<file path="src/rtl/coin_pkg.sv">
// Shared state encoding, coin codes, thermometer patterns and BCD table
// for the coin sensor front end.
package coin_pkg;

    localparam int unsigned SENSOR_W = 5;
    localparam int unsigned CODE_W   = 3;
    localparam int unsigned BCD_W    = 12;

    typedef enum logic [2:0] {
        ST_IDLE     = 3'd0,
        ST_ACCUM    = 3'd1,
        ST_GAP      = 3'd2,
        ST_CLASSIFY = 3'd3,
        ST_JAM      = 3'd4
    } state_t;

    localparam logic [CODE_W-1:0] COIN_NONE = 3'd0;
    localparam logic [CODE_W-1:0] COIN_5    = 3'd1;
    localparam logic [CODE_W-1:0] COIN_10   = 3'd2;
    localparam logic [CODE_W-1:0] COIN_20   = 3'd3;
    localparam logic [CODE_W-1:0] COIN_50   = 3'd4;
    localparam logic [CODE_W-1:0] COIN_100  = 3'd5;

    localparam logic [SENSOR_W-1:0] THERM_5   = 5'b00001;
    localparam logic [SENSOR_W-1:0] THERM_10  = 5'b00011;
    localparam logic [SENSOR_W-1:0] THERM_20  = 5'b00111;
    localparam logic [SENSOR_W-1:0] THERM_50  = 5'b01111;
    localparam logic [SENSOR_W-1:0] THERM_100 = 5'b11111;

    typedef struct packed {
        logic [CODE_W-1:0] code;
        logic [BCD_W-1:0]  bcd;
    } coin_event_t;

    // Anything that is not a clean thermometer code maps to COIN_NONE.
    function automatic logic [CODE_W-1:0] pattern_to_code(input logic [SENSOR_W-1:0] pattern);
        case (pattern)
            THERM_5:   return COIN_5;
            THERM_10:  return COIN_10;
            THERM_20:  return COIN_20;
            THERM_50:  return COIN_50;
            THERM_100: return COIN_100;
            default:   return COIN_NONE;
        endcase
    endfunction

    function automatic logic [BCD_W-1:0] code_to_bcd(input logic [CODE_W-1:0] code);
        case (code)
            COIN_5:   return 12'h005;
            COIN_10:  return 12'h010;
            COIN_20:  return 12'h020;
            COIN_50:  return 12'h050;
            COIN_100: return 12'h100;
            default:  return 12'h000;
        endcase
    endfunction

endpackage

</file>
<file path="src/rtl/sensor_debounce.sv">
// One sensor line: 2-FF synchroniser followed by a debounce counter that
// only lets the output follow after DEBOUNCE_CYCLES consecutive equal samples.
module sensor_debounce #(
    parameter int unsigned DEBOUNCE_CYCLES = 50_000
) (
    input  logic CLK_50,
    input  logic rst,
    input  logic sensor_i,
    output logic deb_o
);

    localparam int unsigned CNT_W = (DEBOUNCE_CYCLES > 1) ? $clog2(DEBOUNCE_CYCLES) : 1;

    logic [1:0]       sync_q;
    logic [CNT_W-1:0] cnt_q, cnt_d;
    logic             deb_q, deb_d;

    // Count samples that disagree with the current output; any agreeing sample restarts.
    always_comb begin
        cnt_d = '0;
        deb_d = deb_q;
        if (sync_q[1] != deb_q) begin
            if (cnt_q == CNT_W'(DEBOUNCE_CYCLES - 1)) begin
                deb_d = sync_q[1];
            end else begin
                cnt_d = cnt_q + CNT_W'(1);
            end
        end
    end

    always_ff @(posedge CLK_50) begin
        if (!rst) begin
            sync_q <= '0;
            cnt_q  <= '0;
            deb_q  <= 1'b0;
        end else begin
            sync_q <= {sync_q[0], sensor_i};
            cnt_q  <= cnt_d;
            deb_q  <= deb_d;
        end
    end

    assign deb_o = deb_q;

endmodule

</file>
<file path="src/rtl/coin_sensor_classifier.sv">
// Coin path front end: debounces the five sensor lines, tracks a coin passage,
// classifies it and holds one event for the accumulator. Optional COIN_STATS_EN
// adds a saturating count of delivered events.
module coin_sensor_classifier
    import coin_pkg::*;
#(
    parameter int unsigned DEBOUNCE_CYCLES = 50_000,
    parameter int unsigned GAP_CYCLES      = 500_000,
    parameter int unsigned JAM_CYCLES      = 50_000_000
) (
    input  logic        CLK_50,
    input  logic        rst,
    input  logic [4:0]  sensor,
    output logic        coin_valid,
    output logic [2:0]  coin_code,
    output logic [11:0] coin_bcd,
    input  logic        coin_ack,
    output logic        coin_err,
    output logic        jam,
    output logic        overflow,
`ifdef COIN_STATS_EN
    output logic [15:0] coin_count,
`endif
    output logic        busy
);

    localparam int unsigned GAP_W = (GAP_CYCLES > 1) ? $clog2(GAP_CYCLES) : 1;
    localparam int unsigned JAM_W = (JAM_CYCLES > 1) ? $clog2(JAM_CYCLES) : 1;

    logic [SENSOR_W-1:0] deb;

    state_t              state_q, state_d;
    logic [SENSOR_W-1:0] pattern_q, pattern_d;
    logic [GAP_W-1:0]    gap_cnt_q, gap_cnt_d;
    logic [JAM_W-1:0]    jam_cnt_q, jam_cnt_d;
    logic                busy_q, jam_q, coin_err_q, coin_err_d;

    coin_event_t         evt_q, evt_d;
    logic                valid_q, valid_d;
    logic                overflow_q, overflow_d;
    logic [CODE_W-1:0]   offer_code;
    logic                offer, load;

    for (genvar i = 0; i < SENSOR_W; i++) begin : g_deb
        sensor_debounce #(
            .DEBOUNCE_CYCLES(DEBOUNCE_CYCLES)
        ) u_deb (
            .CLK_50  (CLK_50),
            .rst     (rst),
            .sensor_i(sensor[i]),
            .deb_o   (deb[i])
        );
    end

    // Passage tracking FSM: next state, pattern and counters.
    always_comb begin
        state_d   = state_q;
        pattern_d = pattern_q;
        gap_cnt_d = gap_cnt_q;
        jam_cnt_d = jam_cnt_q;
        case (state_q)
            ST_IDLE: begin
                pattern_d = '0;
                if (|deb) begin
                    state_d   = ST_ACCUM;
                    pattern_d = deb;
                    jam_cnt_d = '0;
                end
            end
            ST_ACCUM: begin
                pattern_d = pattern_q | deb;
                jam_cnt_d = (jam_cnt_q == '1) ? jam_cnt_q : jam_cnt_q + JAM_W'(1);
                if (jam_cnt_q == JAM_W'(JAM_CYCLES - 1)) begin
                    state_d   = ST_JAM;
                    gap_cnt_d = '0;
                end else if (deb == '0) begin
                    state_d   = ST_GAP;
                    gap_cnt_d = '0;
                end
            end
            ST_GAP: begin
                pattern_d = pattern_q | deb;
                gap_cnt_d = (gap_cnt_q == '1) ? gap_cnt_q : gap_cnt_q + GAP_W'(1);
                if (deb != '0) begin
                    state_d = ST_ACCUM;
                end else if (gap_cnt_q == GAP_W'(GAP_CYCLES - 1)) begin
                    state_d = ST_CLASSIFY;
                end
            end
            ST_CLASSIFY: begin
                state_d = ST_IDLE;
            end
            ST_JAM: begin
                pattern_d = '0;
                if (deb != '0) begin
                    gap_cnt_d = '0;
                end else if (gap_cnt_q == GAP_W'(GAP_CYCLES - 1)) begin
                    state_d = ST_IDLE;
                end else begin
                    gap_cnt_d = gap_cnt_q + GAP_W'(1);
                end
            end
            default: begin
                state_d   = ST_IDLE;
                pattern_d = '0;
            end
        endcase
    end

    // Error flag is looked ahead so it is high exactly during the CLASSIFY cycle.
    assign coin_err_d = (state_d == ST_CLASSIFY) && (pattern_to_code(pattern_d) == COIN_NONE);

    assign offer_code = pattern_to_code(pattern_q);
    assign offer      = (state_q == ST_CLASSIFY) && (offer_code != COIN_NONE);
    assign load       = offer && (!valid_q || coin_ack);

    // One-deep event holding register with ack handshake.
    always_comb begin
        evt_d      = evt_q;
        valid_d    = valid_q;
        overflow_d = overflow_q;
        if (offer) begin
            if (load) begin
                evt_d.code = offer_code;
                evt_d.bcd  = code_to_bcd(offer_code);
                valid_d    = 1'b1;
            end else begin
                overflow_d = 1'b1;
            end
        end else if (valid_q && coin_ack) begin
            evt_d   = '0;
            valid_d = 1'b0;
        end
    end

    always_ff @(posedge CLK_50) begin
        if (!rst) begin
            state_q    <= ST_IDLE;
            pattern_q  <= '0;
            gap_cnt_q  <= '0;
            jam_cnt_q  <= '0;
            busy_q     <= 1'b0;
            jam_q      <= 1'b0;
            coin_err_q <= 1'b0;
            evt_q      <= '0;
            valid_q    <= 1'b0;
            overflow_q <= 1'b0;
        end else begin
            state_q    <= state_d;
            pattern_q  <= pattern_d;
            gap_cnt_q  <= gap_cnt_d;
            jam_cnt_q  <= jam_cnt_d;
            busy_q     <= (state_d != ST_IDLE);
            jam_q      <= (state_d == ST_JAM);
            coin_err_q <= coin_err_d;
            evt_q      <= evt_d;
            valid_q    <= valid_d;
            overflow_q <= overflow_d;
        end
    end

`ifdef COIN_STATS_EN
    logic [15:0] count_q, count_d;

    always_comb begin
        count_d = count_q;
        if (load && (count_q != 16'hFFFF)) begin
            count_d = count_q + 16'd1;
        end
    end

    always_ff @(posedge CLK_50) begin
        if (!rst) begin
            count_q <= '0;
        end else begin
            count_q <= count_d;
        end
    end

    assign coin_count = count_q;
`endif

    assign coin_valid = valid_q;
    assign coin_code  = evt_q.code;
    assign coin_bcd   = evt_q.bcd;
    assign coin_err   = coin_err_q;
    assign jam        = jam_q;
    assign overflow   = overflow_q;
    assign busy       = busy_q;

endmodule
</file>
<file path="config.mk">
export PLATFORM = sky130hd
export DESIGN_NAME = coin_sensor_classifier
export DESIGN_NICKNAME = d
export VERILOG_FILES = /design/src/rtl/coin_pkg.sv /design/src/rtl/sensor_debounce.sv /design/src/rtl/coin_sensor_classifier.sv
export SDC_FILE = /design/constraint.sdc
export NUM_CORES = 1
export LEC_CHECK = 0
export CELL_PAD_IN_SITES_DETAIL_PLACEMENT = 1
export CELL_PAD_IN_SITES_GLOBAL_PLACEMENT = 2
export CORE_MARGIN = 10
export CORE_UTILIZATION = 35
export DETAILED_ROUTE_END_ITERATION = 10
export PLACE_DENSITY = 0.85
export RECOVER_POWER = 25
export SETUP_SLACK_MARGIN = 0.3
export SLEW_MARGIN = 20
export SYNTH_ARGS = -nofsm -noshare
export SYNTH_HDL_FRONTEND = slang
export SYNTH_HIERARCHICAL = 1
export SYNTH_SLANG_ARGS = --single-unit
</file>
<file path="constraint.sdc">
create_clock -name CLK_50 -period 1.75 [get_ports CLK_50]
set_input_delay 0.35 -clock CLK_50 [delete_from_list [all_inputs] [get_ports CLK_50]]
set_output_delay 0.35 -clock CLK_50 [all_outputs]
set_load 0.01 [all_outputs]
</file>
# Word level (Yosys, flattened, before mapping)
# Index checks and enable logic that the tools add are counted.
# totals
register_bits,168
latchBits,0
mem_bits_rw,0
mem_bits_ro,0
in_bits,8
output_inout_bits,20
mem_count,0
# op_classes
add_sub_neg,7
mul,0
div,0
magnitude_cmp,0
n_eq_ne,41
shift,0
n_mux,28
bitwise,8
n_reduce_logical,31
# op_table
operator,count
2-to-1 mux 19 bit,5
"adder 16 x 1 -> 16 bit, second input constant",5
"== test 16 bit, second input constant",5
one-hot mux 19 bit (3 select lines),1
"== test 26 bit, second input constant",2
2-to-1 mux 26 bit,2
one-hot mux 26 bit (2 select lines),1
2-to-1 mux 15 bit,3
one-hot mux 9 bit (5 select lines),1
"== test 19 bit, second input constant",2
one-hot mux 3 bit (5 select lines),2
"adder 26 x 1 -> 26 bit, second input constant",1
2-to-1 mux 3 bit,7
"adder 19 x 1 -> 19 bit, second input constant",1
"== test 3 x 2 -> 1 bit, second input constant",5
one-hot mux 5 bit (3 select lines),1
OR reduction 3 bit,5
AND reduction 2 bit,7
"== test 3 bit, second input constant",4
one-hot mux 3 bit (4 select lines),1
"== test 5 x 1 -> 1 bit, second input constant",2
"== test 5 x 2 -> 1 bit, second input constant",2
"== test 5 x 3 -> 1 bit, second input constant",2
"== test 5 x 4 -> 1 bit, second input constant",2
22 further kinds,46

# Depth between registers and ports, before layout
# depth
word_depth,7
ltp_mapped,8
depth_no_buf,6

# Cells and area by module
# The synthesis kept the hierarchy.
# modules_own_cells
module,instances,cells_per_inst,area_per_inst_um2,seq_area_each_um2
sensor_debounce,5,87,837.1,380.4
coin_sensor_classifier,1,462,3806.2,1321.3

# Worst setup path after synthesis
# Ideal clock, no wire load.
# synth_path
path_kind,register -> register
from,reg jam_cnt_q[0]
to,reg gap_cnt_q[11]
setup_time_ps,136
arrival_time_ps,1780
setup_slack_ps,-166
path_stages_with_launch,8
n_path_buf,1
cell_sequence,dfxtp_1 > ha_1 > nand2_1 > nor4_2 > a21oi_1 > o211ai_2 > buf_2 > o221ai_1
# synth_between
elab_chain_len,3
# synth_rtl
item,line_no,rtl
from (decl),coin_sensor_classifier.sv:35,"logic [JAM_W-1:0] jam_cnt_q, jam_cnt_d;"
from (signal assigned),coin_sensor_classifier.sv:152,jam_cnt_q <= jam_cnt_d;
== test 26 bit (*),coin_sensor_classifier.sv:73,if (jam_cnt_q == JAM_W'(JAM_CYCLES - 1)) begin
inequality test 3 bit (no source line) or 2-to-1 mux 19 bit (tied branches),n/a,
AND reduction 4 bit (no source line) or one-hot mux 19 bit (3 select lines) (tied branches),n/a,
to (signal assigned),coin_sensor_classifier.sv:151,gap_cnt_q <= gap_cnt_d;
to (decl),coin_sensor_classifier.sv:34,"logic [GAP_W-1:0] gap_cnt_q, gap_cnt_d;"
# Every way passes the cells marked *; elsewhere a longest branch is shown, timed or not.
# A chain may end at the register's enable or synchronous reset.

# Final worst setup path
# layout_path
from,reg g_deb[4].u_deb.deb_q
to,reg jam_cnt_q[9]
# layout_between
elab_chain_len,3
# layout_rtl
item,line_no,rtl
from (decl),sensor_debounce.sv:16,"logic deb_q, deb_d;"
from (signal assigned),sensor_debounce.sv:35,deb_q <= 1'b0;
from (signal assigned),sensor_debounce.sv:39,deb_q <= deb_d;
OR reduction 5 bit,coin_sensor_classifier.sv:64,if (|deb) begin
inequality test 2 bit (no source line),n/a,
AND reduction 3 bit (no source line),n/a,
# No other way between the ends.

==> impl_metrics.json <==
{
  "ir_worst_vdd_uv": 470,
  "rrSetupSlack_ps": -110,
  "htreeDepth": 4,
  "drc_errors": 0,
  "maxCapViolCount": 0,
  "hold_violations": 0,
  "fillers": 2569,
  "ant_nets": 0,
  "num_vias": 7321,
  "slew_headroom_pct": 48.8,
  "drtIter0Drc": 296,
  "async_flop_share_pct": 0,
  "vias_per_cell": 5.37,
  "cts_max_path_buffers": 2,
  "synth_edf_count": 0,
  "syn_area_per_cell_um2": 8.91,
  "holdPathStages": 1,
  "critPathTopFamily": "compound AO/OA/AOI/OAI gates",
  "dr.pass1.iters": 4,
  "fin_crit_sh_pct": 106,
  "path_cells": "or4_4 -> o21ai_4 -> buf_12 -> nand2_8 -> a2111o_1 -> o21ai_1",
  "cp_data_required_time_ps": 2100,
  "grt_max_degree": 28,
  "clock-sinks": 161,
  "die_height_um": 171,
  "period_needed_ps": 1860,
  "antenna_found_initial": 0,
  "grtUsageTotal_pct": 15.5,
  "setup_ws_ps": -106,
  "fin_skew_ps": 11.1,
  "postLayoutCellArea_um2": 11200,
  "synthDominantCellAreaShare_pct": 40.3,
  "pin_count": 28,
  "syn_inst": 897,
  "min_from": "g_deb[3].u_deb/sync_q[0]",
  "worstMarginPinSlew_ps": 768,
  "cpPeakStageDelay_ps": 550,
  "gp_congestion": 0.807,
  "yosys.cell_types.count": 71,
  "crit_path_max_fanout": 9,
  "p_leak_nw": 3.80,
  "violations": "setup timing",
  "reg2regPathDepth": 6,
  "dieWidth_um": 171,
  "synth_seq_area_share_pct": 40.3,
  "cts_tree": "built",
  "start_util_pct": 35.4,
  "worst_setup_path_end_kind": "register",
  "r2r-end": "jam_cnt_q[9]",
  "hold-path-endpoint": "g_deb[3].u_deb/sync_q[1]",
  "cp.arrival_ps": 2200,
  "yosys-top-cells-area": "dfxtp_1, xnor2_1, nor2_1",
  "insertion_delay_ps": 430,
  "final_util_pct": 49.5,
  "place_hpwl_um": 15100,
  "root_buffer": "clkbuf_16",
  "setup_viol": 30,
  "path_class": "register to register",
  "num_rows": 55,
  "rsz0062_at_grt": "true",
  "slowest_stage": "or4_4",
  "ys.flop_type": "dfxtp_1",
  "outcome": "finished with violations",
  "synth_warnings": 6,
  "cts-buffers-inserted": 17,
  "layout.nets": 1080,
  "drt_wl_total_um": 23900,
  "globalRoute.totalOverflow": 0,
  "hold_class": "register to register",
  "core_area_um2": 22600,
  "drive_above_1_share_pct": 37.2,
  "ys_ff_latch": 161,
  "powerDensity_nw_per_um2": 676,
  "r2r_start": "g_deb[4].u_deb/deb_o",
  "slew_violations": 0,
  "startpoint_type": "register",
  "fmax_mhz": 539,
  "placed_area_um2": 9380,
  "syn_area_um2": 7990,
  "grt_pass1_wl_um": 37300,
  "grt_pass1_vias": 7347,
  "io_buffers": 21,
  "hold_buffers": 0,
  "die_area_um2": 29300,
  "synthToLayoutAreaGrowth_pct": 39.9,
  "avgRoutedWirePerCell_um": 17.5,
  "path_clk_slew_ps": 70,
  "path_buf_inv": 1,
  "synth_top_area_cell": "dfxtp_1"
}
-- worst max path at each step --
stage | startpoint | end | cells after the start
2_1_floorplan | g_deb[1].u_deb/deb_o | jam_cnt_q[12] | 6
3_3_place_gp | jam_cnt_q[15] | jam_cnt_q[25] | 6
3_5_place_dp | state_q[1] | jam_cnt_q[9] | 8
4_1_cts | g_deb[1].u_deb/deb_o | jam_cnt_q[9] | 6
5_1_grt | jam_cnt_q[15] | jam_cnt_q[23] | 6
6_report | g_deb[4].u_deb/deb_o | jam_cnt_q[9] | 6
-- per-layer routing --
| layer | track usage (%) | wire length, um | up-vias |
|---|---|---|---|
| met5 | 0 | 0 | - |
| met4 | 5.03 | 271 | 0 |
| met3 | 2.30 | 508 | 22 |
| met2 | 26.6 | 12200 | 68 |
| met1 | 19.6 | 10900 | 3655 |
| li1 | - | - | 3576 |
-- cell usage in the layout, fill, tap and decap left out, drive strengths merged, types with 5 or more instances in the layout --
| master | count |
|---|---|
| dfxtp | 161 |
| buf | 152 |
| nor2 | 126 |
| nand2 | 83 |
| xnor2 | 66 |
| nand3 | 56 |
| inv | 38 |
| nand4 | 31 |
| nor3 | 30 |
| clkbuf | 27 |
| o21ai | 24 |
| nor4 | 21 |
| a21oi | 18 |
| and2 | 18 |
| a2111o | 15 |
| mux2i | 14 |
| o2111ai | 13 |
| xor2 | 12 |
| nor4bb | 12 |
| and4 | 12 |
| o211ai | 10 |
| nand2b | 9 |
| nor2b | 9 |
| nor4b | 8 |
| dlygate4sd2 | 7 |
| a22oi | 7 |
| ha | 7 |
| or3 | 6 |
| conb | 6 |
| clkdlybuf4s50 | 6 |
| or4 | 6 |
| clkdlybuf4s15 | 6 |
| and3 | 5 |
| nand4b | 5 |
-- state kept, by name, indices dropped and copies added, names as in the netlist, 3 cells and up --
signal	count
state_q	3
coin_code	3
gap_cnt_q	19
g_deb.u_deb/sync_q	10
coin_bcd	5
jam_cnt_q	26
pattern_q	5
g_deb.u_deb/cnt_q	80
g_deb.u_deb/deb_o	5
-- power breakdown --
group	internal (mW)	total [mW]	switching [mW]	leakage, nW
registers	3.66	3.67	0.0101	1.34
clock network	2.02	3.72	1.70	0.283
logic	0.0641	0.169	0.105	2.18
total	5.74	7.56	1.82	3.80
-- what timing repair did --
| item | CTS | global route |
|---|---|---|
| pin swaps | 34 | 57 |
| gates cloned | 4 | 4 |
| setup buffers | 11 | 21 |
| endpoints found under the setup margin | 153 | 148 |
| resized for setup | 120 | 135 |
-- synthesized netlist by cell type (all sizes together), types with 6 or more instances --
cell / n
nor2: 126
and4: 12
o211ai: 10
nand3: 54
a22oi: 7
and2: 18
nor2b: 9
or3: 6
nor4b: 8
o2111ai: 13
or4: 6
nor3: 30
buf: 26
a2111o: 15
nand2: 82
xor2: 12
dfxtp: 161
nor4: 21
a21oi: 18
mux2i: 14
o21ai: 24
nand2b: 9
nor4bb: 12
clkbuf: 13
ha: 7
inv: 30
xnor2: 66
nand4: 31
-- final cells by class --
class	instances	area, um2	share of cell area [%]
multi-input combinational	675	5160	46.1
sequential	161	3330	29.8
timing repair buffer	180	1640	14.7
clock buffer	18	429	3.84
tap	285	357	3.19
clock inverter	14	148	1.32
inverter	30	113	1.01
antenna	1	2.50	0.0224
-- per-stage QoR --
stage               setup TNS, ps  power (mW)  setup WS (ps)  std cells  hold WS (ps)
floorplan                   -1780        3.85           -111        902           412
global placement             -228        3.90          -43.3       1291           414
detailed placement          -1640        3.91           -103       1291           426
CTS                          -368        7.64          -71.0       1338           438
global route                -4630        7.82           -160       1363           466
finish                      -1400        7.56           -106       1364           436
-- cell families after synthesis --
| group | Yosys count | share of synthesized area, % |
|---|---|---|
| flops | 161 | 40.3 |
| buf+inv | 69 | 4.34 |
| other cells | 1 | 0.0469 |
| mux | 14 | 1.75 |
| fa+ha+maj | 7 | 1.10 |
| simple gates | 439 | 31.3 |
| compound gates | 128 | 12.6 |
| xor+xnor | 78 | 8.55 |
Power figures use the tool's default switching activity.
